===== config.mk =====
export PLATFORM = sky130hd
export DESIGN_NAME = pe_id_config_engine
export DESIGN_NICKNAME = d
export VERILOG_FILES = /design/src/rtl/pe_cfg_pkg.sv /design/src/rtl/pe_id_calc.sv /design/src/rtl/pe_id_config_engine.sv
export SDC_FILE = /design/constraint.sdc
export NUM_CORES = 1
export LEC_CHECK = 0
export CAP_MARGIN = 20
export CELL_PAD_IN_SITES_DETAIL_PLACEMENT = 1
export CELL_PAD_IN_SITES_GLOBAL_PLACEMENT = 1
export CORE_MARGIN = 4
export CORE_UTILIZATION = 30
export DETAILED_ROUTE_END_ITERATION = 6
export PLACE_DENSITY = 0.58
export RECOVER_POWER = 100
export SETUP_SLACK_MARGIN = 0.4
export SLEW_MARGIN = 20
export SYNTH_ARGS = -nofsm -noshare
export SYNTH_HDL_FRONTEND = slang
export SYNTH_SLANG_ARGS = --single-unit

===== constraint.sdc =====
create_clock -name clk -period 8.02 [get_ports clk]
set_input_delay 1.604 -clock clk [delete_from_list [all_inputs] [get_ports clk]]
set_output_delay 1.604 -clock clk [all_outputs]
set_load 0.005 [all_outputs]

===== src/rtl/pe_cfg_pkg.sv =====
// Shared definitions for the PE ID configuration engine: stream kind encodings,
// controller states and small arithmetic helpers used at elaboration/compare time.
package pe_cfg_pkg;

  localparam int CW = 8;

  typedef enum logic [2:0] {
    KIND_FY  = 3'd0,
    KIND_FX  = 3'd1,
    KIND_IY  = 3'd2,
    KIND_IX  = 3'd3,
    KIND_PSY = 3'd4,
    KIND_PSX = 3'd5,
    KIND_OPY = 3'd6,
    KIND_OPX = 3'd7
  } cfg_kind_e;

  typedef enum logic [2:0] {
    ST_IDLE  = 3'd0,
    ST_CHECK = 3'd1,
    ST_EMIT  = 3'd2,
    ST_FIN   = 3'd3,
    ST_ERR   = 3'd4
  } state_e;

  function automatic logic [31:0] ones_of(input int w);
    return (32'd1 << w) - 32'd1;
  endfunction

  // Exact quotient n/d found by search; zero when d does not divide n.
  function automatic logic [CW-1:0] exact_quot(input int n, input logic [CW-1:0] d);
    logic [CW-1:0] q_v;
    q_v = '0;
    for (int q = 1; q <= 64; q++) begin
      if ((32'(d) * 32'(q)) == 32'(n)) begin
        q_v = CW'(q);
      end else begin
        q_v = q_v;
      end
    end
    return q_v;
  endfunction

endpackage


===== src/rtl/pe_id_calc.sv =====
// Combinational ID value and address for one configuration word, derived from
// the kind, the row/column walk counters and the latched mapping parameters.
module pe_id_calc
  import pe_cfg_pkg::*;
#(
  parameter int ARRAY_H = 6,
  parameter int ARRAY_W = 8,
  parameter int XID_W   = 5,
  parameter int YID_W   = 3,
  parameter int ADDR_W  = 6,
  parameter int DATA_W  = 5
) (
  input  cfg_kind_e          kind,
  input  logic [CW-1:0]      row,
  input  logic [CW-1:0]      col,
  input  logic [CW-1:0]      ro,
  input  logic [CW-1:0]      yq,
  input  logic [CW-1:0]      lm,
  input  logic [CW-1:0]      lq,
  input  logic [CW-1:0]      kk,
  input  logic [CW-1:0]      g,
  input  logic [CW-1:0]      l_len,
  input  logic               linear,
  input  logic [2:0]         r,
  input  logic [2:0]         t,
  input  logic [1:0]         kernel_h,
  output logic [ADDR_W-1:0]  addr,
  output logic [DATA_W-1:0]  data
);

  logic [2:0]  kind_bits_s;
  logic [31:0] ones_x_s;
  logic [31:0] ones_y_s;
  logic        in_t_s;
  logic        ps_row_s;
  logic        op_row_s;
  logic [31:0] val_s;
  logic [31:0] val_m_s;
  logic [31:0] addr_s;

  assign kind_bits_s = kind;
  assign ones_x_s    = ones_of(XID_W);
  assign ones_y_s    = ones_of(YID_W);

  // Field value selection per kind; odd kinds are X fields, even kinds Y fields.
  always_comb begin
    in_t_s   = (col < {5'd0, t});
    ps_row_s = linear ? (row == 8'd0) : (lm == 8'd0);
    op_row_s = linear ? (row == 8'(ARRAY_H - 1)) : (lm == (l_len - 8'd1));
    val_s    = 32'd0;
    case (kind)
      KIND_FY:  val_s = linear ? 32'(row) : 32'(yq);
      KIND_FX:  val_s = linear ? (in_t_s ? 32'(col) : ones_x_s)
                               : (32'(ro) + (32'(g) * 32'(kernel_h)));
      KIND_IY:  val_s = linear ? 32'(row) : ((r > 3'd1) ? 32'(yq) : 32'd0);
      KIND_IX:  val_s = linear ? (in_t_s ? 32'd0 : ones_x_s) : (32'(ro) + 32'(kk));
      KIND_PSY: val_s = ps_row_s ? (linear ? 32'd0 : 32'(lq)) : ones_y_s;
      KIND_PSX: val_s = (ps_row_s && (in_t_s || !linear)) ? 32'(col) : ones_x_s;
      KIND_OPY: val_s = op_row_s ? (linear ? 32'd0 : 32'(lq)) : ones_y_s;
      KIND_OPX: val_s = (op_row_s && (in_t_s || !linear)) ? 32'(col) : ones_x_s;
      default:  val_s = 32'd0;
    endcase
    val_m_s = kind_bits_s[0] ? (val_s & ones_x_s) : (val_s & ones_y_s);
    addr_s  = kind_bits_s[0] ? ((32'(row) * 32'(ARRAY_W)) + 32'(col)) : 32'(row);
  end

  assign data = val_m_s[DATA_W-1:0];
  assign addr = addr_s[ADDR_W-1:0];

endmodule


===== src/rtl/pe_id_config_engine.sv =====
// Streams per-PE X/Y ID configuration words for a PE array and publishes the
// partial-sum chain mask once a run completes.
module pe_id_config_engine
  import pe_cfg_pkg::*;
#(
  parameter int ARRAY_H = 6,
  parameter int ARRAY_W = 8,
  parameter int XID_W   = 5,
  parameter int YID_W   = 3,
  localparam int ADDR_W = $clog2(ARRAY_H * ARRAY_W),
  localparam int DATA_W = (XID_W > YID_W) ? XID_W : YID_W
) (
  input  logic                clk,
  input  logic                rst_n,
  input  logic                start,
  input  logic                abort,
  input  logic                linear,
  input  logic [2:0]          e,
  input  logic [2:0]          r,
  input  logic [2:0]          t_h,
  input  logic [2:0]          t,
  input  logic [1:0]          kernel_h,
  output logic                cfg_valid,
  input  logic                cfg_ready,
  output logic [2:0]          cfg_kind,
  output logic [ADDR_W-1:0]   cfg_addr,
  output logic [DATA_W-1:0]   cfg_data,
  output logic                busy,
  output logic                done,
  output logic                err,
  output logic [ARRAY_H-2:0]  ln_chain
);

  state_e              state_r;
  logic                cfg_valid_r;
  cfg_kind_e           cfg_kind_r;
  logic [ADDR_W-1:0]   cfg_addr_r;
  logic [DATA_W-1:0]   cfg_data_r;
  logic                busy_r;
  logic                done_r;
  logic                err_r;
  logic [ARRAY_H-2:0]  ln_chain_r;

  logic                linear_r;
  logic [2:0]          e_r;
  logic [2:0]          r_r;
  logic [2:0]          t_h_r;
  logic [2:0]          t_r;
  logic [1:0]          kh_r;

  // Walk counters point at the word to be loaded next into the output registers.
  cfg_kind_e           kind_r, kind_n;
  logic [CW-1:0]       row_r, row_n, col_r, col_n;
  logic [CW-1:0]       ro_r, ro_n, yq_r, yq_n, lm_r, lm_n, lq_r, lq_n;
  logic [CW-1:0]       kk_r, kk_n, g_r, g_n;
  logic                ex_r, ex_n;

  logic [CW-1:0]       e8_s;
  logic [CW-1:0]       rt_s;
  logic [CW-1:0]       rb_s;
  logic [CW-1:0]       l_s;
  logic                bad_s;
  logic                start_acc_s;
  logic                load_s;
  logic [ADDR_W-1:0]   calc_addr_s;
  logic [DATA_W-1:0]   calc_data_s;
  logic [ARRAY_H-2:0]  ln_next_s;
  logic [CW-1:0]       lmod_s;

  assign e8_s        = {5'd0, e_r};
  assign rt_s        = {5'd0, r_r} * {5'd0, t_h_r};
  assign rb_s        = exact_quot(ARRAY_H, rt_s);
  assign l_s         = exact_quot(ARRAY_H, {5'd0, t_h_r});
  assign bad_s       = (e_r == 3'd0) || (kh_r == 2'd0) || (rt_s == 8'd0) || (rb_s == 8'd0) ||
                       (linear_r && ({5'd0, t_r} > 8'(ARRAY_W)));
  assign start_acc_s = (state_r == ST_IDLE) && start;
  assign load_s      = ((state_r == ST_CHECK) && !abort && !bad_s) ||
                       ((state_r == ST_EMIT) && !abort && cfg_valid_r && cfg_ready && !ex_r);

  pe_id_calc #(
    .ARRAY_H (ARRAY_H),
    .ARRAY_W (ARRAY_W),
    .XID_W   (XID_W),
    .YID_W   (YID_W),
    .ADDR_W  (ADDR_W),
    .DATA_W  (DATA_W)
  ) u_calc (
    .kind     (kind_r),
    .row      (row_r),
    .col      (col_r),
    .ro       (ro_r),
    .yq       (yq_r),
    .lm       (lm_r),
    .lq       (lq_r),
    .kk       (kk_r),
    .g        (g_r),
    .l_len    (l_s),
    .linear   (linear_r),
    .r        (r_r),
    .t        (t_r),
    .kernel_h (kh_r),
    .addr     (calc_addr_s),
    .data     (calc_data_s)
  );

  // Next walk position; the mod/div terms ride along as wrapping counters.
  always_comb begin
    kind_n = kind_r;
    row_n  = row_r;
    col_n  = col_r;
    ro_n   = ro_r;
    yq_n   = yq_r;
    lm_n   = lm_r;
    lq_n   = lq_r;
    kk_n   = kk_r;
    g_n    = g_r;
    ex_n   = ex_r;
    if (kind_r[0] && (col_r != 8'(ARRAY_W - 1))) begin
      col_n = col_r + 8'd1;
      if (kk_r == (e8_s - 8'd1)) begin
        kk_n = 8'd0;
        g_n  = g_r + 8'd1;
      end else begin
        kk_n = kk_r + 8'd1;
      end
    end else begin
      col_n = 8'd0;
      kk_n  = 8'd0;
      g_n   = 8'd0;
      if (row_r != 8'(ARRAY_H - 1)) begin
        row_n = row_r + 8'd1;
        if (ro_r == (rb_s - 8'd1)) begin
          ro_n = 8'd0;
          yq_n = yq_r + 8'd1;
        end else begin
          ro_n = ro_r + 8'd1;
        end
        if (lm_r == (l_s - 8'd1)) begin
          lm_n = 8'd0;
          lq_n = lq_r + 8'd1;
        end else begin
          lm_n = lm_r + 8'd1;
        end
      end else begin
        row_n = 8'd0;
        ro_n  = 8'd0;
        yq_n  = 8'd0;
        lm_n  = 8'd0;
        lq_n  = 8'd0;
        if (kind_r == KIND_OPX) begin
          ex_n = 1'b1;
        end else begin
          kind_n = cfg_kind_e'(kind_r + 3'd1);
        end
      end
    end
  end

  // Chain mask: a link is broken at the last row of each group of L rows.
  always_comb begin
    ln_next_s = '0;
    lmod_s    = 8'd0;
    for (int i = 0; i < ARRAY_H - 1; i++) begin
      ln_next_s[i] = linear_r || (lmod_s != (l_s - 8'd1));
      lmod_s       = (lmod_s == (l_s - 8'd1)) ? 8'd0 : (lmod_s + 8'd1);
    end
  end

  // Walk counters: cleared on an accepted start, stepped on every word load.
  always_ff @(posedge clk or negedge rst_n) begin
    if (!rst_n) begin
      kind_r <= KIND_FY;
      row_r  <= 8'd0;
      col_r  <= 8'd0;
      ro_r   <= 8'd0;
      yq_r   <= 8'd0;
      lm_r   <= 8'd0;
      lq_r   <= 8'd0;
      kk_r   <= 8'd0;
      g_r    <= 8'd0;
      ex_r   <= 1'b0;
    end else if (start_acc_s) begin
      kind_r <= KIND_FY;
      row_r  <= 8'd0;
      col_r  <= 8'd0;
      ro_r   <= 8'd0;
      yq_r   <= 8'd0;
      lm_r   <= 8'd0;
      lq_r   <= 8'd0;
      kk_r   <= 8'd0;
      g_r    <= 8'd0;
      ex_r   <= 1'b0;
    end else if (load_s) begin
      kind_r <= kind_n;
      row_r  <= row_n;
      col_r  <= col_n;
      ro_r   <= ro_n;
      yq_r   <= yq_n;
      lm_r   <= lm_n;
      lq_r   <= lq_n;
      kk_r   <= kk_n;
      g_r    <= g_n;
      ex_r   <= ex_n;
    end
  end

  // Run controller with registered stream and status outputs.
  always_ff @(posedge clk or negedge rst_n) begin
    if (!rst_n) begin
      state_r     <= ST_IDLE;
      cfg_valid_r <= 1'b0;
      cfg_kind_r  <= KIND_FY;
      cfg_addr_r  <= '0;
      cfg_data_r  <= '0;
      busy_r      <= 1'b0;
      done_r      <= 1'b0;
      err_r       <= 1'b0;
      ln_chain_r  <= '1;
      linear_r    <= 1'b0;
      e_r         <= 3'd0;
      r_r         <= 3'd0;
      t_h_r       <= 3'd0;
      t_r         <= 3'd0;
      kh_r        <= 2'd0;
    end else begin
      done_r <= 1'b0;
      if (load_s) begin
        cfg_kind_r <= kind_r;
        cfg_addr_r <= calc_addr_s;
        cfg_data_r <= calc_data_s;
      end
      case (state_r)
        ST_IDLE: begin
          if (start) begin
            linear_r <= linear;
            e_r      <= e;
            r_r      <= r;
            t_h_r    <= t_h;
            t_r      <= t;
            kh_r     <= kernel_h;
            err_r    <= 1'b0;
            busy_r   <= 1'b1;
            state_r  <= ST_CHECK;
          end
        end
        ST_CHECK: begin
          if (abort) begin
            busy_r  <= 1'b0;
            state_r <= ST_IDLE;
          end else if (bad_s) begin
            err_r   <= 1'b1;
            busy_r  <= 1'b0;
            state_r <= ST_ERR;
          end else begin
            cfg_valid_r <= 1'b1;
            state_r     <= ST_EMIT;
          end
        end
        ST_EMIT: begin
          // Abort takes priority over a handshake in the same cycle.
          if (abort) begin
            cfg_valid_r <= 1'b0;
            busy_r      <= 1'b0;
            state_r     <= ST_IDLE;
          end else if (cfg_valid_r && cfg_ready && ex_r) begin
            cfg_valid_r <= 1'b0;
            done_r      <= 1'b1;
            ln_chain_r  <= ln_next_s;
            state_r     <= ST_FIN;
          end
        end
        ST_FIN: begin
          busy_r  <= 1'b0;
          state_r <= ST_IDLE;
        end
        ST_ERR: begin
          state_r <= ST_IDLE;
        end
        default: begin
          cfg_valid_r <= 1'b0;
          busy_r      <= 1'b0;
          state_r     <= ST_IDLE;
        end
      endcase
    end
  end

  assign cfg_valid = cfg_valid_r;
  assign cfg_kind  = cfg_kind_r;
  assign cfg_addr  = cfg_addr_r;
  assign cfg_data  = cfg_data_r;
  assign busy      = busy_r;
  assign done      = done_r;
  assign err       = err_r;
  assign ln_chain  = ln_chain_r;

endmodule


After elaboration in Yosys (flattened, before gate mapping)

Cells that the tools add are included.

Bits of input ports: 20
Output and inout port bits: 23
Flip-flop bits (word level): 109

$mul: 94
$lt $le $gt $ge: 2
$add $sub $neg: 18
Reduce and logical (&&, ||, !) cells: 52
Equal/unequal tests: 133
Mux-type cells: 185
Bitwise logic cells: 3

Operators by type and width:

| operator                                             | number |
|---|---|
| two-way mux 8 bit                                    | 126 |
| equality test 12 x 3 -> 1 bit, second input constant | 16 |
| multiplier 6 x 6 -> 12 bit, second input constant    | 16 |
| multiplier 6 x 5 -> 11 bit, second input constant    | 16 |
| equality test 9 x 3 -> 1 bit, second input constant  | 18 |
| multiplier 3 x 6 -> 9 bit, second input constant     | 16 |
| multiplier 3 x 5 -> 8 bit, second input constant     | 16 |
| equality test 11 x 2 -> 1 bit, second input constant | 8 |
| equality test 11 x 3 -> 1 bit, second input constant | 8 |
| equality test 8 x 3 -> 1 bit, second input constant  | 10 |
| multiplier 6 x 4 -> 10 bit, second input constant    | 8 |
| equality test 8 x 2 -> 1 bit, second input constant  | 9 |
| two-way mux 5 bit                                    | 13 |
| adder 8 x 1 -> 8 bit, second input constant          | 8 |
| multiplier 3 x 4 -> 7 bit, second input constant     | 8 |
| equality test 10 x 2 -> 1 bit, second input constant | 4 |
| equality test 10 x 3 -> 1 bit, second input constant | 4 |
| logical NOT 8 bit                                    | 5 |
| one-hot mux 5 bit (8 select lines)                   | 1 |
| multiplier 6 x 3 -> 9 bit, second input constant     | 4 |
| two-way mux 3 bit                                    | 12 |
| equality test 7 x 2 -> 1 bit, second input constant  | 4 |
| equality test 7 x 3 -> 1 bit, second input constant  | 4 |
| equality test 8 bit                                  | 3 |
| 54 further kinds                                     | 150 |

Depth between registers and ports, before layout

Depth in word-level cells: 60
Mapped depth: 33
Gate-level depth less buffers: 30

By module

A second synthesis with hierarchy kept.

Cells, all modules: 2621
Area, all modules: 21226.6 sq um

Modules (own cells, without submodules):

| module              | sequential area each (sq um) | area each (sq um) | cells each | instances |
|---|---|---|---|---|
| pe_id_config_engine | 2733.9                       | 19757.7           | 2414       | 1 |
| pe_id_calc          | 0.0                          | 1468.9            | 207        | 1 |

Worst setup path before layout

OpenSTA, ideal clock, no wires.

Path kind: reg-to-reg
Start point: register t_h_r[2]
End point: register yq_r[2]
Period minus slack after synthesis: 8.735 ns
Setup slack: -0.715 ns
Path buffers: 4
Library setup time: 0.136 ns
Arrival time: 8.599 ns
Stages on the path, launching flop included: 31
Cell sequence: dfrtp_1 clkbuf_1 clkbuf_1 and2_1 fa_1 ha_1 fa_1 ha_1 inv_1 fa_1 inv_1 ha_1 ha_1 clkbuf_1 o32a_1 or4_1 a2111oi_2 a21oi_1 a2111oi_0 o21ai_1 nor4b_1 a211oi_1 ha_1 xor2_1 o2111ai_1 o2bb2ai_1 o311a_1 nand3_2 buf_4 a31oi_1 o41ai_2

Word-level cells in the longest chain between the ends: 57
Elaborated cells between the ends (all ways): 155
Those cells by class: add/sub: 1; mul: 47; eq/ne: 50; mux: 48; reduce/logical: 9

Ends and longest elaborated chain:

| what                                                                               | line                       | RTL |
|---|---|---|
| start: declaration                                                                 | pe_id_config_engine.sv:47  | `logic [2:0] t_h_r;` |
| start signal: assignment                                                           | pe_id_config_engine.sv:238 | `t_h_r <= t_h;` |
| multiplier 3 x 3 -> 6 bit (*)                                                      | pe_id_config_engine.sv:71  | `assign rt_s = {5'd0, r_r} * {5'd0, t_h_r};` |
| parallel branches: the longest is 55 deep, another holds multiplier 6 x 2 -> 8 bit | -                          |  |
| AND reduction 3 bit (no line) (*)                                                  | -                          |  |
| end signal: assignment                                                             | pe_id_config_engine.sv:198 | `yq_r <= yq_n;` |
| end: declaration                                                                   | pe_id_config_engine.sv:54  | `logic [CW-1:0] ro_r, ro_n, yq_r, yq_n, lm_r, lm_n, lq_r, lq_n;` |

Mark *: on every way between the ends.
A chain may end at the register's enable or synchronous reset.

Worst setup path after layout

Start point: register t_h_r[0]
End point: register yq_r[3]

The elaborated chain is that of the path after synthesis.

==> results.md <==
* Worst r2r dst: yq_r[3]
* Status: complete, but fails checks
* Num Clock Sinks at 100
* Number of warnings printed during yosys synthesis at 0
* # placed instances at 3486
* First-pass GRT wire length at 126000 um
* Violation count after the first detailed-route iteration at 1061
* Worst max-slew margin expressed relative to the limit at -139%
* Post-CTS Hold Fix Bufs at 0
* FMAX at 130 MHz
* Crit share post-route at 95.7%
* Total core area at 66100 um2
* Placement-stage worst setup slack at -0.257 ns
* Vias in the first global route at 21000
* Minimum setup slack among reg-to-reg paths at 0.35 ns
* Final number of hold-violating endpoints at 0
* Average wire length per cell after detail routing at 22.8 um
* Number of antenna violations at the first check in global routing at 1
* Launch point of the worst reg-to-reg path: t_h_r[0]
* Setup repair after global routing missed its margin: yes
* First drt pass iteration count at 5
* Ratio of cells with drive above 1 in the final layout at 14.5%
* Async S/R FF share, synth at 100%
* Final wirelength at 80700 um
* Clock network latency to the later pin of the worst-skew pair at 0.36 ns
* Share of the synthesized area in the top cell type at 17.8%
* Height of the die at 267 um
* CP max-delay cell: fa_2
* Endpoint required time on the critical path at 8.32 ns
* CTS tree: done
* Final setup fails at 0
* Total global routing overflow at 0
* Number of slew-limit violations in the final report at 103
* Number of enable-type register cells in the synthesized netlist at 0
* Dominant cell type by area after synthesis: ha_1
* Signal arrival time at the worst endpoint at 7.97 ns
* Total via count after detailed routing at 20000
* Endpoint of the worst hold-timing path: err
* CP Capture Type: flip-flop
* Max Cap Viol at 2
* Final critical-path required period at 7.67 ns
* Clock skew after layout at 0.0138 ns
* Number of cells on the worst hold path at 1
* Number of design rule violations left after detail routing at 0
* Clock Tree Buf Depth at 2
* Pin count of the biggest net entering global routing at 63
* Layout-stage area growth over the synthesis result at 18.6%
* Worst Setup Start Kind: flip-flop
* DIE AREA at 71200 um2
* Routability Congestion at 0.934
* Setup CP Type: flip-flop to flip-flop
* Total track usage at 22.2%
* Hold Crit Start: err
* Fill cells at 7880
* Clock buffers created by TritonCTS at 9
* Leading cell types by total area after synthesis: ha_1, fa_1, dfrtp_1, inv_1, nor2_1
* Count of antenna-violating nets left after detailed routing at 0
* Top_reg_cell synth: dfrtp_1
* Sequential share of the synthesized area at 12.5%
* Post-DR vias/cell at 5.66
* Number of cells traversed by the worst register-to-register path at 32
* H-tree Lvls at 3
* Boundary Pins at 43
* Post-layout instance count excluding filler cells at 3536
* Floorplan die width at 267 um
* Violated checks: capacitance limit, slew limit
* Placed wire-length estimate at 66900 um
* Post-layout worst setup margin at 0.346 ns
* Standard-cell row count at 94
* Highest fanout seen on the critical path at 14
* Number of nets in the finished design at 3095
* Library cells used by synthesis at 97
* Port Buffer Count at 42
* Number of synthesized register bits at 100
* Gate Count Post-Synth at 2504
* Transition time at the pin with the least slew margin at 3.59 ns
* Clk slew on worst S/H paths at 0.08 ns
* Mapped Area at 20100 um2
* Total nets after synthesis at 2933
* Longest individual stage delay on the worst path at 0.62 ns
* Synth Area per Inst at 8.02 um2
* Clock Tree Root: clkbuf_16
* Min-Delay Path Class: flip-flop to flip-flop
* Starting density of the core at 30.4%
## area by class of cell
| type | instances | area (um2) | share of cell area, % |
|---|---|---|---|
| Tap cell | 864 | 1080 | 4.54 |
| Antenna cell | 1 | 2.50 | 0.0105 |
| Clock buffer | 9 | 225 | 0.945 |
| Multi-Input combinational cell | 2067 | 17100 | 71.6 |
| Inverter | 261 | 995 | 4.17 |
| Clock inverter | 7 | 48.8 | 0.205 |
| Timing Repair Buffer | 227 | 1900 | 7.98 |
| Sequential cell | 100 | 2510 | 10.5 |
## cell usage after synthesis (30+ instances only)
master    instances
and3_1           43
nand3_1          97
inv_1           256
nor2_1          189
fa_1            124
ha_1            285
a31oi_1          38
a21o_1           38
a21oi_1         125
nand2b_1         48
dfrtp_1          95
nand4_1          30
o21ai_0         124
nand2_1         173
nor3_1           57
xnor2_1          46
nor2b_1          37
nor4_1           30
clkbuf_1         54
xor2_1           56
a211oi_1         42
## cells in the final DEF (no fill, tap or decap), types with 25 or more instances in the layout
cell type and n:
dfrtp_1 92, nand2b_1 48, a21oi_1 119, buf_4 166
nand2_1 170, nor3b_1 25, fa_1 111, a211oi_1 36
nor2_1 187, a31oi_1 35, a21o_1 38, and3_1 43
nor2b_1 34, o21ai_0 117, nor3_1 52, ha_1 267
xor2_1 54, inv_1 247, o211ai_1 28, xnor2_1 46
nand4_1 30, nand3_1 96, or3_1 29
## worst max-delay path by stage
stage,start,end,cells after the start
after global placement,t_h_r[0],yq_r[4],32
after detailed placement,t_h_r[1],yq_r[4],32
final,t_h_r[0],yq_r[3],32
after floorplan,t_h_r[2],ro_r[4],33
after CTS,t_h_r[1],yq_r[3],32
after global routing,t_h_r[0],yq_r[4],33
## critical path, delay by kind of cell (launching register included)
| kind | cells | cell delay [ns] |
|---|---|---|
| AOI/OAI and AO/OA | 8 | 1.35 |
| xor gates and xnor gates | 3 | 0.53 |
| adders and majority gates | 8 | 3.15 |
| and+or+nand+nor | 7 | 1.57 |
| buffers and inverters | 6 | 0.62 |
| DFF | 1 | 0.38 |
## what timing repair did
item / in CTS / in global routing
cloned: 0 / 2
pin swaps: 13 / 18
resized for setup: 47 / 90
endpoints found under the setup margin: 78 / 77
buffers inserted: 14 / 17
## metal layers
layer | track usage (%) | routed length [um] | vias up
met2 | 36.9 | 37500 | 326
met5 | 0 | 11 | -
li1 | - | - | 9365
met1 | 32.3 | 39100 | 10200
met4 | 3.70 | 1450 | 2
met3 | 1.59 | 2590 | 77
## cells by family after synthesis
family	count (synthesis)	synth area share (%)
compound gates	642	21.8
buf+inv	337	6.46
xor+xnor	104	4.61
mux	30	1.54
fa+ha+maj	410	30.2
simple gates	881	22.9
flops	100	12.5
## registers in the layout, indices dropped and copies added (netlist names), 5 cells and up
name and count:
lq_r 5, cfg_data 5, yq_r 5, lm_r 8, row_r 8, g_r 5
cfg_addr 6, kk_r 8, col_r 8, ln_chain 5, ro_r 8
## through the flow
step                utilization (%)  hold WS (ns)  setup TNS (ns)  area, um2
floorplan                         -         0.438               0      20300
global placement               34.3         0.465           -2.33      22700
detailed placement             34.3         0.469           -4.61      22700
CTS                            35.2         0.489               0      23300
global route                   36.0         0.511               0      23800
finish                         36.1         0.477               0      23800
Power is not shown: default switching activity piles up to over one toggle a cycle in this logic, so the estimate is an artifact.
